[src/rtl/nn_pkg.sv]
// Shared defaults and FSM state encoding for the nn_* fully-connected layer blocks.
// Latency: n/a (declarations only).
// Backpressure: n/a.
package nn_pkg;

  localparam int DEF_DW    = 8;   // feature / weight / score width
  localparam int DEF_ACC_W = 24;  // accumulator and bias width
  localparam int DEF_SHIFT = 4;   // requantisation right-shift

  typedef enum logic [1:0] {
    ST_IDLE  = 2'd0,
    ST_MAC   = 2'd1,
    ST_WRITE = 2'd2,
    ST_DONE  = 2'd3
  } state_t;

endpackage

[src/rtl/nn_requant.sv]
// Requantise an accumulator to a DW-bit signed score: arithmetic shift, optional ReLU, saturate.
// Latency: combinational.
// Backpressure: none.
// Ports: acc (signed ACC_W in), relu_en (clamp negatives to zero), res (signed DW out).
module nn_requant
  import nn_pkg::*;
#(
  parameter int ACC_W = DEF_ACC_W,
  parameter int DW    = DEF_DW,
  parameter int SHIFT = DEF_SHIFT
) (
  input  logic signed [ACC_W-1:0] acc,
  input  logic                    relu_en,
  output logic signed [DW-1:0]    res
);

  // Saturation bounds expressed at accumulator width: MAXV = 2^(DW-1)-1, MINV = ~MAXV = -2^(DW-1).
  localparam logic signed [ACC_W-1:0] MAXV = (ACC_W'(1) <<< (DW - 1)) - ACC_W'(1);
  localparam logic signed [ACC_W-1:0] MINV = ~MAXV;

  logic signed [ACC_W-1:0] shifted;
  logic signed [ACC_W-1:0] rectified;

  always_comb begin
    shifted   = acc >>> SHIFT;  // floor division by 2^SHIFT
    rectified = shifted;
    if (relu_en && shifted < 0) begin
      rectified = '0;
    end
    res = rectified[DW-1:0];
    if (rectified > MAXV) begin
      res = MAXV[DW-1:0];
    end else if (rectified < MINV) begin
      res = MINV[DW-1:0];
    end
  end

endmodule

[src/rtl/nn_fc_layer.sv]
// Fully-connected layer: N_OUT neurons, each bias + sum(x[i]*w[j*N_IN+i]), requantised; plus argmax.
// Latency: done pulses N_OUT*(N_IN+1)+1 cycles after the start edge; one MAC per cycle.
// Backpressure: start/writes only honoured in IDLE; start while busy is dropped, not queued.
// Ports: clk, rst_n; w_we/w_addr/w_data and b_we/b_addr/b_data parameter load; data_in, relu_en,
//        start in; busy, done, data_out (packed scores), class_idx (argmax) out.
module nn_fc_layer
  import nn_pkg::*;
#(
  parameter int N_IN  = 4,
  parameter int N_OUT = 10,
  parameter int DW    = DEF_DW,
  parameter int ACC_W = DEF_ACC_W,
  parameter int SHIFT = DEF_SHIFT,
  localparam int N_W  = N_IN * N_OUT,
  localparam int WAW  = $clog2(N_W),
  localparam int BAW  = $clog2(N_OUT)
) (
  input  logic                  clk,
  input  logic                  rst_n,
  input  logic                  w_we,
  input  logic [WAW-1:0]        w_addr,
  input  logic [DW-1:0]         w_data,
  input  logic                  b_we,
  input  logic [BAW-1:0]        b_addr,
  input  logic [ACC_W-1:0]      b_data,
  input  logic [N_IN*DW-1:0]    data_in,
  input  logic                  relu_en,
  input  logic                  start,
  output logic                  busy,
  output logic                  done,
  output logic [N_OUT*DW-1:0]   data_out,
  output logic [BAW-1:0]        class_idx
);

  localparam int IW = $clog2(N_IN);
  localparam logic [WAW-1:0] W_LAST = WAW'(N_W - 1);
  localparam logic [BAW-1:0] B_LAST = BAW'(N_OUT - 1);
  localparam logic [IW-1:0]  I_LAST = IW'(N_IN - 1);

  state_t                   state;
  logic [N_IN*DW-1:0]       data_lat;
  logic                     relu_lat;
  logic signed [ACC_W-1:0]  acc;
  logic [IW-1:0]            i_cnt;
  logic [BAW-1:0]           j_cnt;
  logic [WAW-1:0]           wptr;     // tracks j*N_IN+i without a multiplier
  logic signed [DW-1:0]     weights [N_W];
  logic signed [ACC_W-1:0]  biases  [N_OUT];
  logic signed [DW-1:0]     results [N_OUT];
  logic signed [DW-1:0]     max_val;
  logic [BAW-1:0]           max_idx;

  // A parameter write landing on the same edge as an accepted start is parked here and committed
  // once the run finishes, so the run in flight keeps seeing the old value.
  logic                     pend_w_vld;
  logic [WAW-1:0]           pend_w_addr;
  logic [DW-1:0]            pend_w_dat;
  logic                     pend_b_vld;
  logic [BAW-1:0]           pend_b_addr;
  logic [ACC_W-1:0]         pend_b_dat;

  logic                     is_idle;
  logic                     w_hit;
  logic                     b_hit;
  logic [DW-1:0]            x_cur;
  logic signed [DW-1:0]     w_cur;
  logic signed [2*DW:0]     prod;
  logic signed [ACC_W-1:0]  prod_ext;
  logic signed [DW-1:0]     rq;
  logic [BAW-1:0]           j_nxt;

  assign is_idle = (state == ST_IDLE);
  assign w_hit   = w_we && is_idle && (w_addr <= W_LAST);
  assign b_hit   = b_we && is_idle && (b_addr <= B_LAST);

  // Unsigned feature times signed weight: zero-extend x so the multiply is fully signed.
  assign x_cur    = data_lat[i_cnt*DW +: DW];
  assign w_cur    = weights[wptr];
  assign prod     = $signed({1'b0, x_cur}) * w_cur;
  assign prod_ext = {{(ACC_W-2*DW-1){prod[2*DW]}}, prod};
  assign j_nxt    = j_cnt + 1'b1;

  nn_requant #(
    .ACC_W (ACC_W),
    .DW    (DW),
    .SHIFT (SHIFT)
  ) u_requant (
    .acc     (acc),
    .relu_en (relu_lat),
    .res     (rq)
  );

  // Parameter storage.
  always_ff @(posedge clk or negedge rst_n) begin
    if (!rst_n) begin
      for (int k = 0; k < N_W; k++) weights[k] <= '0;
      for (int k = 0; k < N_OUT; k++) biases[k] <= '0;
      pend_w_vld  <= 1'b0;
      pend_w_addr <= '0;
      pend_w_dat  <= '0;
      pend_b_vld  <= 1'b0;
      pend_b_addr <= '0;
      pend_b_dat  <= '0;
    end else begin
      if (w_hit) begin
        if (start) begin
          pend_w_vld  <= 1'b1;
          pend_w_addr <= w_addr;
          pend_w_dat  <= w_data;
        end else begin
          weights[w_addr] <= w_data;
        end
      end
      if (b_hit) begin
        if (start) begin
          pend_b_vld  <= 1'b1;
          pend_b_addr <= b_addr;
          pend_b_dat  <= b_data;
        end else begin
          biases[b_addr] <= b_data;
        end
      end
      if (state == ST_DONE) begin
        if (pend_w_vld) weights[pend_w_addr] <= pend_w_dat;
        if (pend_b_vld) biases[pend_b_addr] <= pend_b_dat;
        pend_w_vld <= 1'b0;
        pend_b_vld <= 1'b0;
      end
    end
  end

  // Control FSM and datapath registers.
  always_ff @(posedge clk or negedge rst_n) begin
    if (!rst_n) begin
      state     <= ST_IDLE;
      data_lat  <= '0;
      relu_lat  <= 1'b0;
      acc       <= '0;
      i_cnt     <= '0;
      j_cnt     <= '0;
      wptr      <= '0;
      max_val   <= '0;
      max_idx   <= '0;
      busy      <= 1'b0;
      done      <= 1'b0;
      data_out  <= '0;
      class_idx <= '0;
      for (int k = 0; k < N_OUT; k++) results[k] <= '0;
    end else begin
      case (state)
        ST_IDLE: begin
          done <= 1'b0;
          busy <= 1'b0;
          if (start) begin
            data_lat <= data_in;
            relu_lat <= relu_en;
            acc      <= biases[0];
            i_cnt    <= '0;
            j_cnt    <= '0;
            wptr     <= '0;
            busy     <= 1'b1;
            state    <= ST_MAC;
          end
        end
        ST_MAC: begin
          acc  <= acc + prod_ext;
          wptr <= wptr + 1'b1;
          if (i_cnt == I_LAST) begin
            i_cnt <= '0;
            state <= ST_WRITE;
          end else begin
            i_cnt <= i_cnt + 1'b1;
          end
        end
        ST_WRITE: begin
          results[j_cnt] <= rq;
          // Strict greater-than keeps the earliest index on ties.
          if (j_cnt == '0 || rq > max_val) begin
            max_val <= rq;
            max_idx <= j_cnt;
          end
          if (j_cnt == B_LAST) begin
            state <= ST_DONE;
          end else begin
            j_cnt <= j_nxt;
            acc   <= biases[j_nxt];
            state <= ST_MAC;
          end
        end
        ST_DONE: begin
          done      <= 1'b1;
          class_idx <= max_idx;
          for (int k = 0; k < N_OUT; k++) data_out[k*DW +: DW] <= results[k];
          state     <= ST_IDLE;
        end
        default: state <= ST_IDLE;
      endcase
    end
  end

endmodule

[config.mk]
export PLATFORM = sky130hd
export DESIGN_NAME = nn_fc_layer
export DESIGN_NICKNAME = d
export VERILOG_FILES = /design/src/rtl/nn_pkg.sv /design/src/rtl/nn_requant.sv /design/src/rtl/nn_fc_layer.sv
export SDC_FILE = /design/constraint.sdc
export NUM_CORES = 2
export LEC_CHECK = 0
export ABC_AREA = 1
export BUFFER_PORTS_ARGS = -buffer_cell sky130_fd_sc_hd__buf_2
export CORE_MARGIN = 4
export CORE_UTILIZATION = 30
export DETAILED_ROUTE_END_ITERATION = 16
export PLACE_DENSITY = 0.46
export SYNTH_ARGS = -nofsm -noshare
export SYNTH_HDL_FRONTEND = slang
export SYNTH_SLANG_ARGS = --single-unit
export TNS_END_PERCENT = 100
[constraint.sdc]
create_clock -name clk -period 14.1 [get_ports clk]
set_input_delay 0.705 -clock clk [delete_from_list [all_inputs] [get_ports clk]]
set_output_delay 0.705 -clock clk [all_outputs]
set_load 0.005 [all_outputs]
After elaboration in Yosys (flattened, before gate mapping):

Index checks and enable logic that the tools add are counted.

* mux-type cells: 54
* bitwise gates (word level): 7
* add/sub/neg operators: 4
* order comparisons: 18
* eq/ne operators: 8
* multiply operators: 1
* reductions and logical operators: 30
* shift-type cells: 1

Operator list (count)
* 2-to-1 mux 320 bit: 4
* 2-to-1 mux 240 bit: 4
* bitwise mux 320 bit: 2
* bitwise mux 240 bit: 2
* demux 24 bit (select 4 bit): 2
* 2-to-1 mux 24 bit: 7
* binary-select mux 24 bit (select 4 bit): 1
* demux 8 bit (select 6 bit): 2
* bitwise mux 80 bit: 1
* one-hot mux 24 bit (3 select lines): 1
* 2-to-1 mux 8 bit: 7
* binary-select mux 8 bit (select 6 bit): 1
* demux 8 bit (select 4 bit): 1
* variable part select 32 x 6 -> 8 bit: 1
* adder 24 x 17 -> 24 bit: 1
* greater-than comparator 24 x 8 -> 1 bit, second input constant: 1
* < comparator 24 x 8 -> 1 bit, second input constant: 1
* greater-or-equal comparator 7 bit, second input constant: 3
* NOT 6 -> 7 bit: 3
* greater-or-equal comparator 5 bit, second input constant: 4
* < comparator 20 x 1 -> 1 bit, second input constant: 1
* NOT 4 -> 5 bit: 4
* multiplier 9 x 8 -> 17 bit: 1
* AND reduction 2 bit: 8
* other kinds (28): 60

* bits in registers: 853
* logic and storage cells: 202
* input port bits: 80

Longest topological paths before layout:

* depth in word-level cells: 11
* mapped depth: 34
* gate-level depth less buffers: 31

Cells and area by module:

A second synthesis with hierarchy kept.

* cell total of the unflattened synthesis: 6031
* area, all modules: 47251.6 µm²

By module, submodules not included
* nn_fc_layer: times used 1, seq. area each 21345.5 µm², area each 47031.4 µm², cells an instance 5976
* nn_requant: times used 1, seq. area each 0.0 µm², area each 220.2 µm², cells an instance 55

Worst setup path after synthesis:

OpenSTA, ideal clock, no wires.

* kind: register -> register
* start: reg wptr[0]
* end: reg acc[20]
* data arrival time: 5579 ps
* buffers on the path: 4
* required time: 13972 ps
* setup slack: 8393 ps
* cell stages (with the launch flop): 32
* clock period less this slack: 5707 ps
* cell sequence: dfrtp_1 buf_2 buf_4 buf_2 buf_2 o21ai_0 o211ai_1 nand3_1 nand4_1 nand3_1 nand2_1 inv_1 nor2_1 fa_1 inv_1 fa_1 inv_1 fa_1 fa_1 fa_1 ha_1 inv_1 nor3_1 a21oi_1 o21ai_0 nand2_1 nand2_1 a21oi_1 o21ai_0 nand2_1 nand2_1 o21ai_1

* word-level cells in the longest chain between the ends: 7

RTL lines
* from (decl): line nn_fc_layer.sv:46 `logic [WAW-1:0] wptr;`
* from (signal assigned): line nn_fc_layer.sv:167 `wptr <= wptr + 1'b1;`
* NOT 6 -> 7 bit (implied by the code): line nn_fc_layer.sv:78 `assign w_cur = weights[wptr];`
* binary-select mux 8 bit (select 6 bit): line nn_fc_layer.sv:78
* 2-to-1 mux 8 bit (implied by the code) (2 in series): line nn_fc_layer.sv:78
* multiplier 9 x 8 -> 17 bit: line nn_fc_layer.sv:79 `assign prod = $signed({1'b0, x_cur}) * w_cur;`
* adder 24 x 17 -> 24 bit: line nn_fc_layer.sv:166 `acc <= acc + prod_ext;`
* one-hot mux 24 bit (3 select lines): line nn_fc_layer.sv:150 `case (state)`
* to (signal assigned): line nn_fc_layer.sv:157 `acc <= biases[0];`
* to (signal assigned): line nn_fc_layer.sv:166
* to (signal assigned): line nn_fc_layer.sv:186 `acc <= biases[j_nxt];`
* to (decl): line nn_fc_layer.sv:43 `logic signed [ACC_W-1:0] acc;`

No other way between the ends. The select of a mux whose other input is x is not followed.
A chain may end at the register's enable or synchronous reset.

Final worst setup path:

Same ends and word-level chain as after synthesis.

==> key figures <==
Critical path
  • CP startpoint kind: flop
  • Worst EP arrival: around 8.6 ns
  • CP Max Fanout: 100
  • WS Path Type: flop to flop
  • FF-to-FF setup slack: between 6 and 7 ns
  • CP required: ~15 ns
  • Cell mode on critical path: nand2_1
  • Critical Path End Type: flop
  • Crit path largest cell delay: 0.86 ns
  • Crit path max-delay cell type: buf_4

Run status
  • Status: finished clean

Yosys
  • Top_reg_cell synth: dfrtp_1
  • Post-synthesis register bit count: 853
  • Synth warnings: 0
  • Cell taking the most area after synthesis: dfrtp_1
  • Distinct cells, synth: 52
  • Syn avg cell area: roughly 8 um^2
  • Syn Inst Count: 5992
  • Mapped Area: about 47000 um^2
  • FFs w/ async S/R, synth: 1.000
  • Sequential share of the synthesized area: 0.4516
  • Number of flops mapped to enable cells by yosys: 0
  • Post-synth top area share: 0.4516
  • Net Count, Synth: slightly above 6k
  • Largest cells by area after synthesis: dfrtp_1 (45%), nand2_1 (9.5%), o21ai_0 (9.2%)

Route
  • Final WL: 185000 um
  • Avg WL per Cell: 22.97 um
  • Initial DRC count: 4617
  • Via count: ~43k
  • Drt first pass iters: 6
  • DRC: 0
  • Antenna-violating nets left: 0
  • DR vias/cell: 5.321

Power and ir drop
  • Cell area power density: 101.2 nW/um^2
  • NetSw: roughly 1.3 mW
  • LEAKAGE: 25.36 nW
  • Clk pwr share: 0.522
  • Sw frac: 0.2383
  • Seq pwr share: 0.455
  • Int Pwr: 4.102 mW
  • Power share of the combinational group: 0.024
  • Peak VDD IR: 0.0001055 V

STA
  • Min Hold Slack: between 0.15 and 0.2 ns
  • Final Cycle Share: 0.5718
  • Slew HR: 0.2536
  • Max Transition Viols Final: 0
  • # setup viols final: 0
  • Final worst path period need: 8.062 ns
  • Setup TNS: 0 ns
  • Unrepaired setup endpoints after global routing: false
  • Worst Tran Pin Value: ~1.1 ns
  • Fin Clk Skew: 0.04557 ns
  • Final Hold Vio Count: 0
  • Maximum clock frequency: 124.0 MHz

Global route
  • Antenna violations before repair: 28
  • Gr ovfl total: 0
  • First-pass GRT wire length: 276300 um
  • Tot GR Track Use: 0.2219
  • Largest net degree at the start of global routing: 157
  • Vias in the first global route: 40.84k

Clock network
  • Cts bufs inserted: 106
  • Root Driver: clkbuf_16
  • H-tree Lvls: 3
  • Clock tree sinks: 853
  • Cts repair resizes: 0
  • Reg clk slew, reported paths: ~0.060 ns
  • Max clock buf depth: 3
  • CTS tree: done
  • Post-CTS setup buffer count: 0
  • Skew-Pair Late Insertion Delay: between 0.7 and 0.8 ns
  • Hold Buf Count CTS: 1

Die
  • Die footprint: 164000 um^2
  • Ports: roughly 170
  • Die height: 404.9 um
  • Die X-Extent: between 400 and 500 um
  • Rows: 145
  • Initial core utilization: 0.3022
  • Core Area: 156400 um^2

Finish
  • Nets: 6134
  • Share of layout cells above drive strength 1: 0.08346
  • Final Util: 0.3401
  • Area grow syn2layout: 12.53%

Placed design
  • IO buf count: 165
  • Gpl congestion: 0.9110
  • Post-DP HPWL: between 100000 and 150000 um

Run
  • # Max-Cap Violations: 0

Min path
  • Hold Crit Class: primary input to flop
cell usage after synthesis, drive strengths merged, types with 23 or more instances:
| cell type | instances |
|---|---|
| inv | 677 |
| nand4 | 27 |
| o21ai | 882 |
| clkbuf | 302 |
| ha | 95 |
| fa | 51 |
| o21a | 125 |
| dfrtp | 853 |
| o22ai | 150 |
| nor2 | 424 |
| nor3 | 62 |
| nand3 | 137 |
| buf | 124 |
| nand2 | 1197 |
| o211ai | 366 |
| a21oi | 400 |
| mux2i | 23 |
sequential cells by signal (all words and copies together) (netlist names), 6 cells and up:
signal	flops
data_out	80
data_lat	32
pend_b_dat	24
pend_w_addr	6
wptr	6
results	80
weights	320
biases	240
acc	24
max_val	8
pend_w_dat	8
per-layer routing:
metal  GRT usage  vias up  routed length, um
met3     0.02817      364              10700
met4     0.07135        0               6351
met2      0.3523     1479              83730
li1            -    19960                  -
met5           0        -                  0
met1      0.3139    21040              84170
worst max-delay path: cells and delay by family (launching register included):
family                   cells  cell delay (ns)
buffers and inverters        4             1.52
AO/OA/AOI/OAI                5             0.78
AND/OR/NAND/NOR             14             2.14
adder cells (fa/ha/maj)      6             2.79
flip-flops                   1             0.64
path summary, 6_finish.rpt:
path	from	to	cells after the start
max reg2reg	wptr[0]$_DFFE_PN0P_	acc[20]$_DFFE_PN0P_	29
min	data_in[16]	data_lat[16]$_DFFE_PN0P_	3
min in group asynchronous	rst_n	weights[123]$_DFF_PN0_	2
max in group asynchronous	rst_n	data_out[27]$_DFFE_PN0P_	4
min reg2reg	results[34]$_DFFE_PN0P_	data_out[42]$_DFFE_PN0P_	2
max	wptr[0]$_DFFE_PN0P_	acc[20]$_DFFE_PN0P_	29
power by group through the flow:
stage	registers (mW)	logic, mW	clock network, mW
2_1_floorplan	2.49	0.0245	0
3_3_place_gp	2.49	0.133	0
3_5_place_dp	2.49	0.132	0
4_1_cts	2.45	0.132	2.87
5_1_grt	2.45	0.141	2.97
6_report	2.45	0.128	2.81
per-stage QoR:
step	setup slack (ns)	cell area, um^2	power (mW)	instances
after floorplan	8.393	47260	2.518	5992
after global placement	6.169	49610	2.625	7857
after detailed placement	6.116	49610	2.624	7857
after CTS	6.067	53180	5.452	8049
after global routing	5.371	53190	5.557	8052
final	6.038	53190	5.385	8052
area by class of cell:
cell class                      instances  area [um^2]
Clock inverter                         37        417.9
Timing Repair Buffer                  234         1394
Multi-Input combinational cell       4033        21730
Sequential cell                       853        21360
Fill cell                           16540       103200
Tap cell                             2058         2575
Antenna cell                            3        7.507
Clock buffer                          154         3146
Inverter                              680         2559
cells by family (layout without fill, tap and decap cells):
| kind of cell | count (synthesis) | count (layout) | share of synthesized area |
|---|---|---|---|
| buffers and inverters | 1106 | 1105 | 0.09099 |
| AO/OA/AOI/OAI | 1993 | 1993 | 0.2451 |
| AND/OR/NAND/NOR | 1864 | 1864 | 0.1592 |
| XOR/XNOR | 7 | 7 | 0.001456 |
| adder cells (fa/ha/maj) | 146 | 146 | 0.04675 |
| flip-flops | 853 | 853 | 0.4516 |
| multiplexers | 23 | 23 | 0.004871 |
| other | 0 | 3 | 0 |
cell usage in the layout, fill, tap and decap left out, types with 21 or more instances in the layout:
cell type	netlist	final
nand3_1	137	127
nand2_1	1195	1188
dfrtp_1	853	850
clkbuf_8	0	27
buf_2	82	164
mux2i_1	23	23
o211ai_1	366	366
o22ai_1	150	150
nor2_1	406	405
buf_4	5	65
o21a_1	125	125
clkinv_2	0	21
nor3_1	49	48
a21oi_1	398	398
fa_1	51	51
inv_1	662	656
o21ai_0	872	872
clkbuf_16	0	108
nand4_1	26	26
ha_1	95	93
No activity file was read; power rests on OpenSTA's default activity.
